File: src/rtl/vp_pattern_gen.sv
// vp_pattern_gen
// Video timing and test-pattern source. It produces an IMG_HDISP x IMG_VDISP
// raster with blanking on the same vs/de/RGB888 stream the filter stage
// consumes, so it can stand in for the camera during bring-up.
//
// Optional build macro: PATTERN_SCROLL_EN
//   defined   : grid and gradient use x = h_cnt + frame count and scroll left
//               one pixel per frame
//   undefined : x = h_cnt, every pattern is static and no adder is built
module vp_pattern_gen #(
   parameter int IMG_HDISP = 1280,
   parameter int IMG_VDISP = 720,
   parameter int H_BLANK   = 370,
   parameter int V_BLANK   = 30,
   parameter int V_FP      = 4,
   parameter int V_SYNC    = 5
) (
   input  logic        clk,
   input  logic        rst_n,
   input  logic        en,
   input  logic [1:0]  mode,
   input  logic [23:0] solid_rgb,
   output logic        post_vs,
   output logic        post_de,
   output logic [23:0] post_data,
   output logic [7:0]  frame_cnt
);

   localparam int H_TOTAL = IMG_HDISP + H_BLANK;
   localparam int V_TOTAL = IMG_VDISP + V_BLANK;
   localparam int BAR_W   = IMG_HDISP / 8;
   localparam int BPW     = $clog2(BAR_W + 1);

   localparam logic [11:0]    H_LAST   = 12'(H_TOTAL - 1);
   localparam logic [11:0]    V_LAST   = 12'(V_TOTAL - 1);
   localparam logic [11:0]    H_ACT    = 12'(IMG_HDISP);
   localparam logic [11:0]    V_ACT    = 12'(IMG_VDISP);
   localparam logic [11:0]    VS_START = 12'(IMG_VDISP + V_FP);
   localparam logic [11:0]    VS_END   = 12'(IMG_VDISP + V_FP + V_SYNC);
   localparam logic [BPW-1:0] BAR_LAST = BPW'(BAR_W - 1);

   localparam logic [1:0] MODE_BARS  = 2'b00;
   localparam logic [1:0] MODE_GRID  = 2'b01;
   localparam logic [1:0] MODE_GRAD  = 2'b10;
   localparam logic [1:0] MODE_SOLID = 2'b11;

   logic [11:0]    h_cnt;
   logic [11:0]    v_cnt;
   logic [BPW-1:0] bar_pix;
   logic [2:0]     bar_idx;
   logic [1:0]     mode_sh;
   logic [23:0]    solid_sh;
   logic [7:0]     frame_int;

   logic           h_wrap;
   logic           v_wrap;
   logic           frame_start;
   logic [1:0]     mode_cur;
   logic [23:0]    solid_cur;
   logic [7:0]     x_lo;
   logic           active;
   logic           vs_zone;
   logic [23:0]    bar_rgb;
   logic [23:0]    pix;

   assign h_wrap      = (h_cnt == H_LAST);
   assign v_wrap      = (v_cnt == V_LAST);
   assign frame_start = (h_cnt == 12'd0) && (v_cnt == 12'd0);

   // The pixel at (0,0) must already use the freshly latched settings, so
   // the live inputs are used directly on that one cycle.
   assign mode_cur  = frame_start ? mode      : mode_sh;
   assign solid_cur = frame_start ? solid_rgb : solid_sh;

   assign active  = (h_cnt < H_ACT) && (v_cnt < V_ACT);
   assign vs_zone = (v_cnt >= VS_START) && (v_cnt < VS_END);

   // Only the low byte of x feeds any pattern, so the sum is kept 8 bits wide.
`ifdef PATTERN_SCROLL_EN
   assign x_lo = h_cnt[7:0] + frame_int;
`else
   assign x_lo = h_cnt[7:0];
`endif

   // Raster counters: held at the origin while disabled or in reset.
   always_ff @(posedge clk) begin
      if (!rst_n || !en) begin
         h_cnt <= 12'd0;
         v_cnt <= 12'd0;
      end else if (h_wrap) begin
         h_cnt <= 12'd0;
         v_cnt <= v_wrap ? 12'd0 : v_cnt + 12'd1;
      end else begin
         h_cnt <= h_cnt + 12'd1;
      end
   end

   // Bar position tracked incrementally alongside h_cnt so no divider is needed.
   always_ff @(posedge clk) begin
      if (!rst_n || !en || h_wrap) begin
         bar_pix <= '0;
         bar_idx <= 3'd0;
      end else if (bar_pix == BAR_LAST) begin
         bar_pix <= '0;
         bar_idx <= bar_idx + 3'd1;
      end else begin
         bar_pix <= bar_pix + BPW'(1);
      end
   end

   // Mode and solid colour shadows only change at the frame origin.
   always_ff @(posedge clk) begin
      if (!rst_n) begin
         mode_sh  <= MODE_BARS;
         solid_sh <= 24'h000000;
      end else if (frame_start) begin
         mode_sh  <= mode;
         solid_sh <= solid_rgb;
      end
   end

   // Internal frame count steps as the counters wrap back to the origin.
   always_ff @(posedge clk) begin
      if (!rst_n) begin
         frame_int <= 8'd0;
      end else if (en && h_wrap && v_wrap) begin
         frame_int <= frame_int + 8'd1;
      end
   end

   // Colour bar lookup, brightest to darkest.
   always_comb begin
      bar_rgb = 24'h000000;
      case (bar_idx)
         3'd0:    bar_rgb = 24'hFFFFFF;
         3'd1:    bar_rgb = 24'hFFFF00;
         3'd2:    bar_rgb = 24'h00FFFF;
         3'd3:    bar_rgb = 24'h00FF00;
         3'd4:    bar_rgb = 24'hFF00FF;
         3'd5:    bar_rgb = 24'hFF0000;
         3'd6:    bar_rgb = 24'h0000FF;
         default: bar_rgb = 24'h000000;
      endcase
   end

   // Pattern selection for the current counter position.
   always_comb begin
      pix = 24'h000000;
      case (mode_cur)
         MODE_BARS: pix = bar_rgb;
         MODE_GRID: pix = ((x_lo[4:0] == 5'd0) || (v_cnt[4:0] == 5'd0)) ?
                          24'hFFFFFF : 24'h000000;
         MODE_GRAD: pix = {x_lo, v_cnt[7:0], x_lo ^ v_cnt[7:0]};
         default:   pix = solid_cur;
      endcase
   end

   // Registered stream outputs, one cycle behind the counters.
   always_ff @(posedge clk) begin
      if (!rst_n || !en) begin
         post_de   <= 1'b0;
         post_vs   <= 1'b0;
         post_data <= 24'h000000;
      end else begin
         post_de   <= active;
         post_vs   <= vs_zone;
         post_data <= active ? pix : 24'h000000;
      end
   end

   // Published frame count lines up with pixel (0,0) of the new frame.
   always_ff @(posedge clk) begin
      if (!rst_n) begin
         frame_cnt <= 8'd0;
      end else begin
         frame_cnt <= frame_int;
      end
   end

endmodule

File: config.mk
export PLATFORM = sky130hd
export DESIGN_NAME = vp_pattern_gen
export DESIGN_NICKNAME = d
export VERILOG_FILES = /design/src/rtl/vp_pattern_gen.sv
export SDC_FILE = /design/constraint.sdc
export NUM_CORES = 1
export LEC_CHECK = 0
export BUFFER_PORTS_ARGS = -buffer_cell sky130_fd_sc_hd__buf_2
export CORE_MARGIN = 8
export CORE_UTILIZATION = 57
export CTS_CLUSTER_SIZE = 25
export DETAILED_ROUTE_END_ITERATION = 8
export PLACE_DENSITY = 0.86
export SLEW_MARGIN = 5
export SYNTH_ARGS = -nofsm -noshare
export SYNTH_HDL_FRONTEND = slang
export SYNTH_SLANG_ARGS = --single-unit
File: constraint.sdc
create_clock -name clk -period 3.3 [get_ports clk]
set_clock_uncertainty 0.2 [all_clocks]
set_input_delay 0.33 -clock clk [delete_from_list [all_inputs] [get_ports clk]]
set_output_delay 0.33 -clock clk [all_outputs]
set_load 0.005 [all_outputs]
==> impl_metrics.toml, run 1 <==
[yosys]
syn_inst = 570
synth.distinct_cells = 46
synth_warnings = 0
syn_avg_cell_area_um2 = 8.403
synth-seq-cells = 103
ys_seq_area_share_pct = 43.05
synthFlopType = "dfxtp_1"
synth-edff-count = 0
async_flop_share_pct = 0
synthesis.nets = 613
syn_area_um2 = 4790

[power]
peakVddDrop_uv = 265.3
power_density_nw_per_um2 = 447.7
totalPowerFinal_uw = 2396
p_leak_uw = 0.002097

[clock_tree]
insertion_delay_ns = 0.37
tritoncts = "done"
clkTransAtPathRegs_ns = 0.10
clock_sinks = 103
htree_levels = 3
numCtsBuffers = 9
clk_path_buf_depth = 2
clockRootBuffer = "clkbuf_8"

[detailed_routing]
drt_wl_total_mm = 12.19
via_per_inst = 5.972
ant_nets = 0
drtIter0Drc = 322
dr.pass1.iters = 5
drc = 0
vias = 4312
wl_per_cell_um = 16.89

[grt]
track_usage_pct = 21.44
grt_pass1_wl_mm = 20.35
grt_start_max_net_pins = 49
first_global_vias = 4163
grt_overflow = 0
grt_antenna_before_repair = 0

[timing]
rsz0062_at_grt = "false"
setup_viol = 0
max_freq_mhz = 341.5
hold_viol_final = 0
finalCriticalPeriod_ns = 2.929
fin_tns_setup_ns = 0
whs_ns = 0.0009237
drv_slew = 0
worstMarginPinSlew_ns = 0.9468
finalCritPeriodShare_pct = 88.74
slew_headroom_pct = 36.88

[run]
maxCapViolCount = 0

[cells_and_area]
fin_area_um2 = 5351
areaGrowthSynthToFinish_pct = 11.73
nNetsFinal = 656
diodes = 0
final_layout_size_suffix_gt1_share_pct = 16.37
fillers = 664
final_common_cell = "dfxtp_1"
fin_util_pct = 65.46
mostFrequentLayoutCells = "dfxtp_1, nand2_1, buf_2"

[setup_path]
reg2reg_to = "post_data[22]"
rr_worst_depth = 6
path_cells = "nor4_1 > nand2_1 > nor3_4 > buf_4 > mux2i_1 > a2111oi_1"
slowest_delay_ns = 0.64
cp-endpoint = "post_data[22]"
crit_type = "flop to flop"
timing.critical_path.from = "v_cnt[6]"
required_ns = 3.32
worstPathArrival_ns = 2.95
rrSetupSlack_ns = 0.37
rr_startpoint = "v_cnt[6]"
critPathSlowestCell = "mux2i_1"
critPathCaptureType = "flop"
start_kind = "flop"
worstPathMaxFanout = 16

[die]
ioPinCount = 63
num_rows = 33
start_util_pct = 58.59
core_area_um2 = 8175
dieArea_um2 = 11590
die_h_um = 107.7
die_w_um = 107.7

[outcome]
outcome = "finished, final reports clean"

[place]
io_buffers = 62
placed_area_um2 = 5105
gp_congestion = 0.9400
place_hpwl_mm = 8.531

[min_path]
hold_class = "input port to flop"
worst max-delay path: cells and delay by family, from the launching register on:
kind	cells	cell delay (ns)
simple gates	3	1.07
mux	1	0.64
buf+inv	1	0.25
compound gates	1	0.19
flops	1	0.42
metal layers:
layer | part of all wire [%] | track usage [%] | vias to the layer above
met5 | 0 | 0 | -
met4 | 3.2 | 10.01 | 0
met3 | 8.2 | 5.928 | 36
met2 | 49 | 35.26 | 190
met1 | 40 | 25.32 | 2018
li1 | - | - | 2068
cell families after synthesis:
logic type,count (synthesis),synth area share (%)
buffers and inverters,58,5.303
adder cells (fa/ha/maj),14,3.657
AND/OR/NAND/NOR,267,27.98
AO/OA/AOI/OAI,85,11.91
XOR/XNOR,36,6.583
multiplexers,7,1.515
flip-flops,103,43.05
metrics by stage:
step / worst slack [ns] / cells
global route: 0.1473 / 722
finish: 0.3714 / 722
global placement: 0.5355 / 704
detailed placement: 0.4272 / 704
floorplan: 0.8711 / 570
CTS: 0.4124 / 721
repair_timing:
item / CTS / global route
hold endpoints to repair: 2 / 1
hold buffers: 2 / 1
resized for setup: 0 / 0
buffers inserted: 0 / 0
flip-flops by register name, summed over array words and instances (netlist names):
name	flops
frame_int	8
mode_sh	2
post_de	1
h_cnt	12
solid_sh	24
frame_cnt	8
v_cnt	12
post_data	24
post_vs	1
bar_pix	8
bar_idx	3
Yosys cell counts, types with 3 or more instances:
master	n	area, um2
o21ai_0	13	65.06
and3_1	4	25.02
and2_1	7	43.79
nor2b_1	3	18.77
clkbuf_1	28	105.1
nand4_1	10	62.56
or3_1	10	62.56
nor4_2	3	37.54
a21oi_1	34	170.2
a2111oi_0	12	105.1
nand3_1	12	60.06
ha_1	14	175.2
buf_2	11	55.05
a2111oi_1	11	110.1
xor2_1	20	175.2
nor4_1	8	50.05
inv_1	15	56.30
nor3_1	59	295.3
mux2i_1	5	50.05
nor2_1	46	172.7
nand2_1	88	330.3
buf_6	3	33.78
xnor2_1	16	140.1
dfxtp_1	103	2062
a211oi_1	6	45.04
area by class of cell:
| type | instances | area, um2 | share of cell area [%] |
|---|---|---|---|
| sequential | 103 | 2062 | 38.53 |
| timing repair buffer | 74 | 407.9 | 7.622 |
| clock inverter | 6 | 92.59 | 1.730 |
| clock buffer | 9 | 123.9 | 2.315 |
| multi-input combinational | 409 | 2474 | 46.22 |
| tap | 105 | 131.4 | 2.455 |
| inverter | 16 | 60.06 | 1.122 |
worst min-delay path by stage:
stage,startpoint,to,slack (ns),cells after the start
after floorplan,bar_pix[0],bar_pix[0],0.22,1
after global placement,bar_pix[0],bar_pix[0],0.23,1
after detailed placement,bar_pix[0],bar_pix[0],0.24,1
after CTS,solid_rgb[19],solid_sh[19],0.0008,3
after global routing,solid_rgb[19],solid_sh[19],0.002,3
final,solid_rgb[18],solid_sh[18],0.0009,3
power by group:
group | internal [uW] | switching, uW | leakage (uW)
clock network | 428 | 443 | 0.000102
registers | 1290 | 25.6 | 0.000842
logic | 77.5 | 133 | 0.00115
No activity file was read; power rests on OpenSTA's default activity.
==> inputs of run 2 (changes only) <==
--- a/config.mk
+++ b/config.mk
@@ -7,10 +7,10 @@
 export LEC_CHECK = 0
 export BUFFER_PORTS_ARGS = -buffer_cell sky130_fd_sc_hd__buf_2
 export CORE_MARGIN = 8
-export CORE_UTILIZATION = 57
+export CORE_UTILIZATION = 30
 export CTS_CLUSTER_SIZE = 25
 export DETAILED_ROUTE_END_ITERATION = 8
-export PLACE_DENSITY = 0.86
+export PLACE_DENSITY = 0.54
 export SLEW_MARGIN = 5
 export SYNTH_ARGS = -nofsm -noshare
 export SYNTH_HDL_FRONTEND = slang
==> run 2 against run 1 <==
Compared with the run above:
- die area is 75% higher
- final cell count is 16% higher
- routed wire length is 4.1% higher
- non-clock buffer count is 1 higher
- critical path depth unchanged
- clock-buffer cell count rose by 3
- clock power is 22% higher
- via count fell by 3.8%
- combinational power grew 2%
- sequential cell count is the same
- sequential share of layout area is 1.5 points lower
- global-route usage down 8.8 points
- largest power group unchanged
==> impl_metrics.toml, run 2 (same netlist as run 1, synthesis figures left out) <==
[clock_tree]
clockRootBuffer = "clkbuf_16"
tritoncts = "done"
numCtsBuffers = 9
cts_hold_buf = 0
clkTransAtPathRegs_ns = 0.07
cts_setup_buffers = 0
clock_sinks = 103
cts_resized = 0
insertion_delay_ns = 0.35
clk_path_buf_depth = 2
htree_levels = 3

[die]
die_w_um = 142.4
die_h_um = 142.4
core_area_um2 = 15770
ioPinCount = 63
start_util_pct = 30.37
dieArea_um2 = 20260
num_rows = 46

[setup_path]
critPathCaptureType = "flop"
critPathSlowestCell = "mux2i_1"
rrSetupSlack_ns = 0.28
crit_type = "flop to flop"
required_ns = 3.28
worstPathMaxFanout = 12
path_cells = "nor4_1 > nand2_1 > nor3_4 > buf_4 > mux2i_1 > a2111oi_1"
worstPathArrival_ns = 3.01
slowest_delay_ns = 0.65
start_kind = "flop"

[timing]
setup_slack_ns = 0.2751
finalCritPeriodShare_pct = 91.66
hold_viol_final = 0
drv_slew = 0
setup_viol = 0
finalCriticalPeriod_ns = 3.025
rsz0062_at_grt = "false"
worstMarginPinSlew_ns = 0.9825
whs_ns = 0.03002
fin_tns_setup_ns = 0
slew_headroom_pct = 34.50
max_freq_mhz = 330.6

[detailed_routing]
wl_met3_um = 712
drtIter0Drc = 301
dr.pass1.iters = 4
ant_nets = 0
met1_length_mm = 5.835
top_layer_used = "met4"
drt_wl_total_mm = 12.69
wl_per_cell_um = 15.20
wl_met2_mm = 5.911
drc = 0
vias = 4148
via_per_inst = 4.968

[cells_and_area]
mostFrequentLayoutCells = "dfxtp_1, nand2_1, buf_2"
multi_input_area_um2 = 2474
ff_latch_area_um2 = 2062
final_common_cell = "dfxtp_1"
nNetsFinal = 657
areaGrowthSynthToFinish_pct = 16.20
final_layout_size_suffix_gt1_share_pct = 16.80
diodes = 0
fillers = 1659
reg_top3 = "post_data x24, solid_sh x24"

[place]
place_hpwl_mm = 9.154
pre_cts_slack_ns = 0.2091
gp_congestion = 0.8359
io_buffers = 62

[grt]
grt_pass1_wl_mm = 20.32
grt_overflow = 0
first_global_vias = 3897
track_usage_pct = 12.67
grt_antenna_before_repair = 0
grt_start_max_net_pins = 49

[outcome]
outcome = "finished, final reports clean"

[power]
p_leak_uw = 0.002147
power_density_nw_per_um2 = 464.9
peakVddDrop_uv = 252.8

[run]
maxCapViolCount = 0

[min_path]
hold_class = "input port to flop"
## run 2: stage by stage
step	area, um2	utilization [%]	power, uW	std cells
global placement	5274	33.44	1551	819
floorplan	4790	-	1467	570
detailed placement	5274	33.44	1557	819
global route	5565	35.29	2697	835
finish	5565	35.29	2587	835
CTS	5565	35.29	2614	835
## run 2: area by class of cell
class / instances / share of cell area [%]
Clock inverter: 4 / 0.8094
Tap cell: 216 / 4.856
Timing Repair Buffer: 75 / 7.329
Clock buffer: 12 / 4.429
Inverter: 16 / 1.079
Multi-Input combinational cell: 409 / 44.45
Sequential cell: 103 / 37.05
## run 2: power by group
group	switching [uW]	total (uW)	internal, uW
registers	23.9	1310	1290
clock network	455	1060	606
logic	135	215	80.0
total	613	2590	1970
## run 2: worst paths after layout
path,end,cells past startpoint,start
setup / recovery,post_data[20],6,v_cnt[5]
hold / removal,solid_sh[15],3,solid_rgb[15]
setup reg to reg,post_data[20],6,v_cnt[5]
hold reg to reg,bar_pix[0],1,bar_pix[0]
## run 2: metal layers
metal,vias to the layer above,track usage [%]
met5,-,0
met4,0,4.139
met3,14,4.327
met2,96,20.36
met1,1971,15.56
li1,2067,-
## run 2: worst max-delay path, delay by kind of cell (launching register included)
family | cells | cell delay (ns)
compound gates | 1 | 0.20
flops | 1 | 0.45
mux | 1 | 0.65
simple gates | 3 | 1.10
buf+inv | 1 | 0.24
==> inputs of run 3 (changes only) <==
--- a/config.mk
+++ b/config.mk
@@ -7,10 +7,10 @@
 export LEC_CHECK = 0
 export BUFFER_PORTS_ARGS = -buffer_cell sky130_fd_sc_hd__buf_2
 export CORE_MARGIN = 8
-export CORE_UTILIZATION = 30
+export CORE_UTILIZATION = 25
 export CTS_CLUSTER_SIZE = 25
 export DETAILED_ROUTE_END_ITERATION = 8
-export PLACE_DENSITY = 0.54
+export PLACE_DENSITY = 0.48
 export SLEW_MARGIN = 5
 export SYNTH_ARGS = -nofsm -noshare
 export SYNTH_HDL_FRONTEND = slang
==> run 3 against run 2 <==
Compared with the run above:
- non-clock buffer count rose by 3
- clock-buffer cell count down 3
- via count fell by 0.36%
- worst hold slack lost 0.0097 ns
- design area grew 1.1%
- die area increased by 18%
- sequential power about the same
- highest routed layer unchanged
- power is 2.2% higher
- combinational power is essentially flat
- largest power group unchanged
- fmax rose by 1.5%
==> impl_metrics.toml, run 3 (same netlist as run 1, synthesis figures left out) <==
[outcome]
outcome = "finished, final reports clean"

[min_path]
hold_class = "input port to flop"
min_from = "solid_rgb[13]"

[detailed_routing]
drt_wl_total_mm = 13.27
dr.pass1.iters = 4
ant_nets = 0
drtIter0Drc = 333
via_per_inst = 4.828
wl_per_cell_um = 15.50
vias = 4133
drc = 0

[setup_path]
required_ns = 3.34
reg2reg_to = "post_data[17]"
crit_cells = 5
critPathSlowestCell = "nor4_1"
path_cells = "nor4_1 > nand2_1 > nor4_2 > o21ai_0 > a2111oi_1"
rr_startpoint = "v_cnt[5]"
crit_type = "flop to flop"
critPathCaptureType = "flop"
cp-endpoint = "post_data[17]"
timing.critical_path.from = "v_cnt[5]"
worstPathArrival_ns = 3.03
cp_top_family = "simple AND/OR/NAND/NOR gates"
path_buf_inv = 0
rr_worst_depth = 5
start_kind = "flop"
rrSetupSlack_ns = 0.32
worstPathMaxFanout = 10
slowest_delay_ns = 0.65

[cells_and_area]
final_common_cell = "dfxtp_1"
reg_top3 = "post_data x24, solid_sh x24"
diodes = 0
final_layout_size_suffix_gt1_share_pct = 17.52
areaGrowthSynthToFinish_pct = 17.45
nNetsFinal = 660
mostFrequentLayoutCells = "dfxtp_1, nand2_1, buf_2"
instances_no_fill = 856
fillers = 2018

[power]
peakVddDrop_uv = 220.2
power_density_nw_per_um2 = 470.0
p_leak_uw = 0.002162

[die]
core_area_um2 = 18770
start_util_pct = 25.52
num_rows = 50
die_w_um = 154.4
die_h_um = 154.4
ioPinCount = 63
dieArea_um2 = 23840

[grt]
first_global_vias = 4128
grt_overflow = 0
grtUsageMet3_pct = 2.953
use_met2_pct = 19.17
grt_antenna_before_repair = 0
grt_start_max_net_pins = 49
busiest_layer = "met2"
track_usage_pct = 11.35
grt_pass1_wl_mm = 21.72
met1_usage_pct = 13.63

[timing]
setup_viol = 0
finalCriticalPeriod_ns = 2.981
worstMarginPinSlew_ns = 0.9310
finalCritPeriodShare_pct = 90.34
setup_slack_ns = 0.3188
rsz0062_at_grt = "false"
max_freq_mhz = 335.4
hold_viol_final = 0
slew_headroom_pct = 37.94
drv_slew = 0
whs_ns = 0.02029
fin_tns_setup_ns = 0

[place]
io_buffers = 62
dpl.cell_count = 840
gp_congestion = 0.7845
place_hpwl_mm = 9.718
pre_cts_slack_ns = 0.3094

[clock_tree]
cts_resized = 0
clk_path_buf_depth = 2
clkTransAtPathRegs_ns = 0.07
tritoncts = "done"
clock_sinks = 103
insertion_delay_ns = 0.36
htree_levels = 3
cts_setup_buffers = 0
clockRootBuffer = "clkbuf_16"
numCtsBuffers = 9
cts_hold_buf = 0

[run]
maxCapViolCount = 0
[run 3: cell type report]
| type | count | area [um2] | share of cell area [%] |
|---|---|---|---|
| clock inverter | 7 | 81.33 | 1.446 |
| clock buffer | 9 | 225.2 | 4.004 |
| multi-input combinational | 409 | 2474 | 43.97 |
| tap | 234 | 292.8 | 5.205 |
| timing repair buffer | 78 | 430.4 | 7.651 |
| inverter | 16 | 60.06 | 1.068 |
| sequential | 103 | 2062 | 36.65 |
[run 3: worst min-delay path, cell delays in order]
cell     delay [ns]
buf_2          0.10
nand2_1        0.05
a21oi_1        0.05
[run 3: layer usage]
layer / vias up / share of wire, %
li1: 2076 / -
met1: 1957 / 47
met2: 86 / 47
met3: 14 / 4.3
met4: 0 / 1.7
met5: - / 0
[run 3: how the worst min path moves through the flow]
stage                         to  cells past startpoint  slack, ns
floorplan             bar_pix[0]                      1       0.22
global placement      bar_pix[0]                      1       0.23
detailed placement  solid_sh[20]                      2       0.25
CTS                 solid_sh[18]                      3       0.01
global route        solid_sh[11]                      3       0.01
finish              solid_sh[13]                      3       0.02
[run 3: per-stage QoR]
| step | cell area (um2) | util (%) | total power [uW] |
|---|---|---|---|
| 6_report | 5625 | 29.97 | 2644 |
| 2_1_floorplan | 4790 | - | 1467 |
| 3_3_place_gp | 5319 | 28.34 | 1554 |
| 4_1_cts | 5625 | 29.97 | 2680 |
| 3_5_place_dp | 5319 | 28.34 | 1557 |
| 5_1_grt | 5625 | 29.97 | 2756 |
[run 3: power breakdown]
| group | total [uW] | internal, uW | switching, uW |
|---|---|---|---|
| Combinational | 215 | 79.9 | 135 |
| Clock | 1120 | 599 | 517 |
| Sequential | 1310 | 1290 | 25.0 |
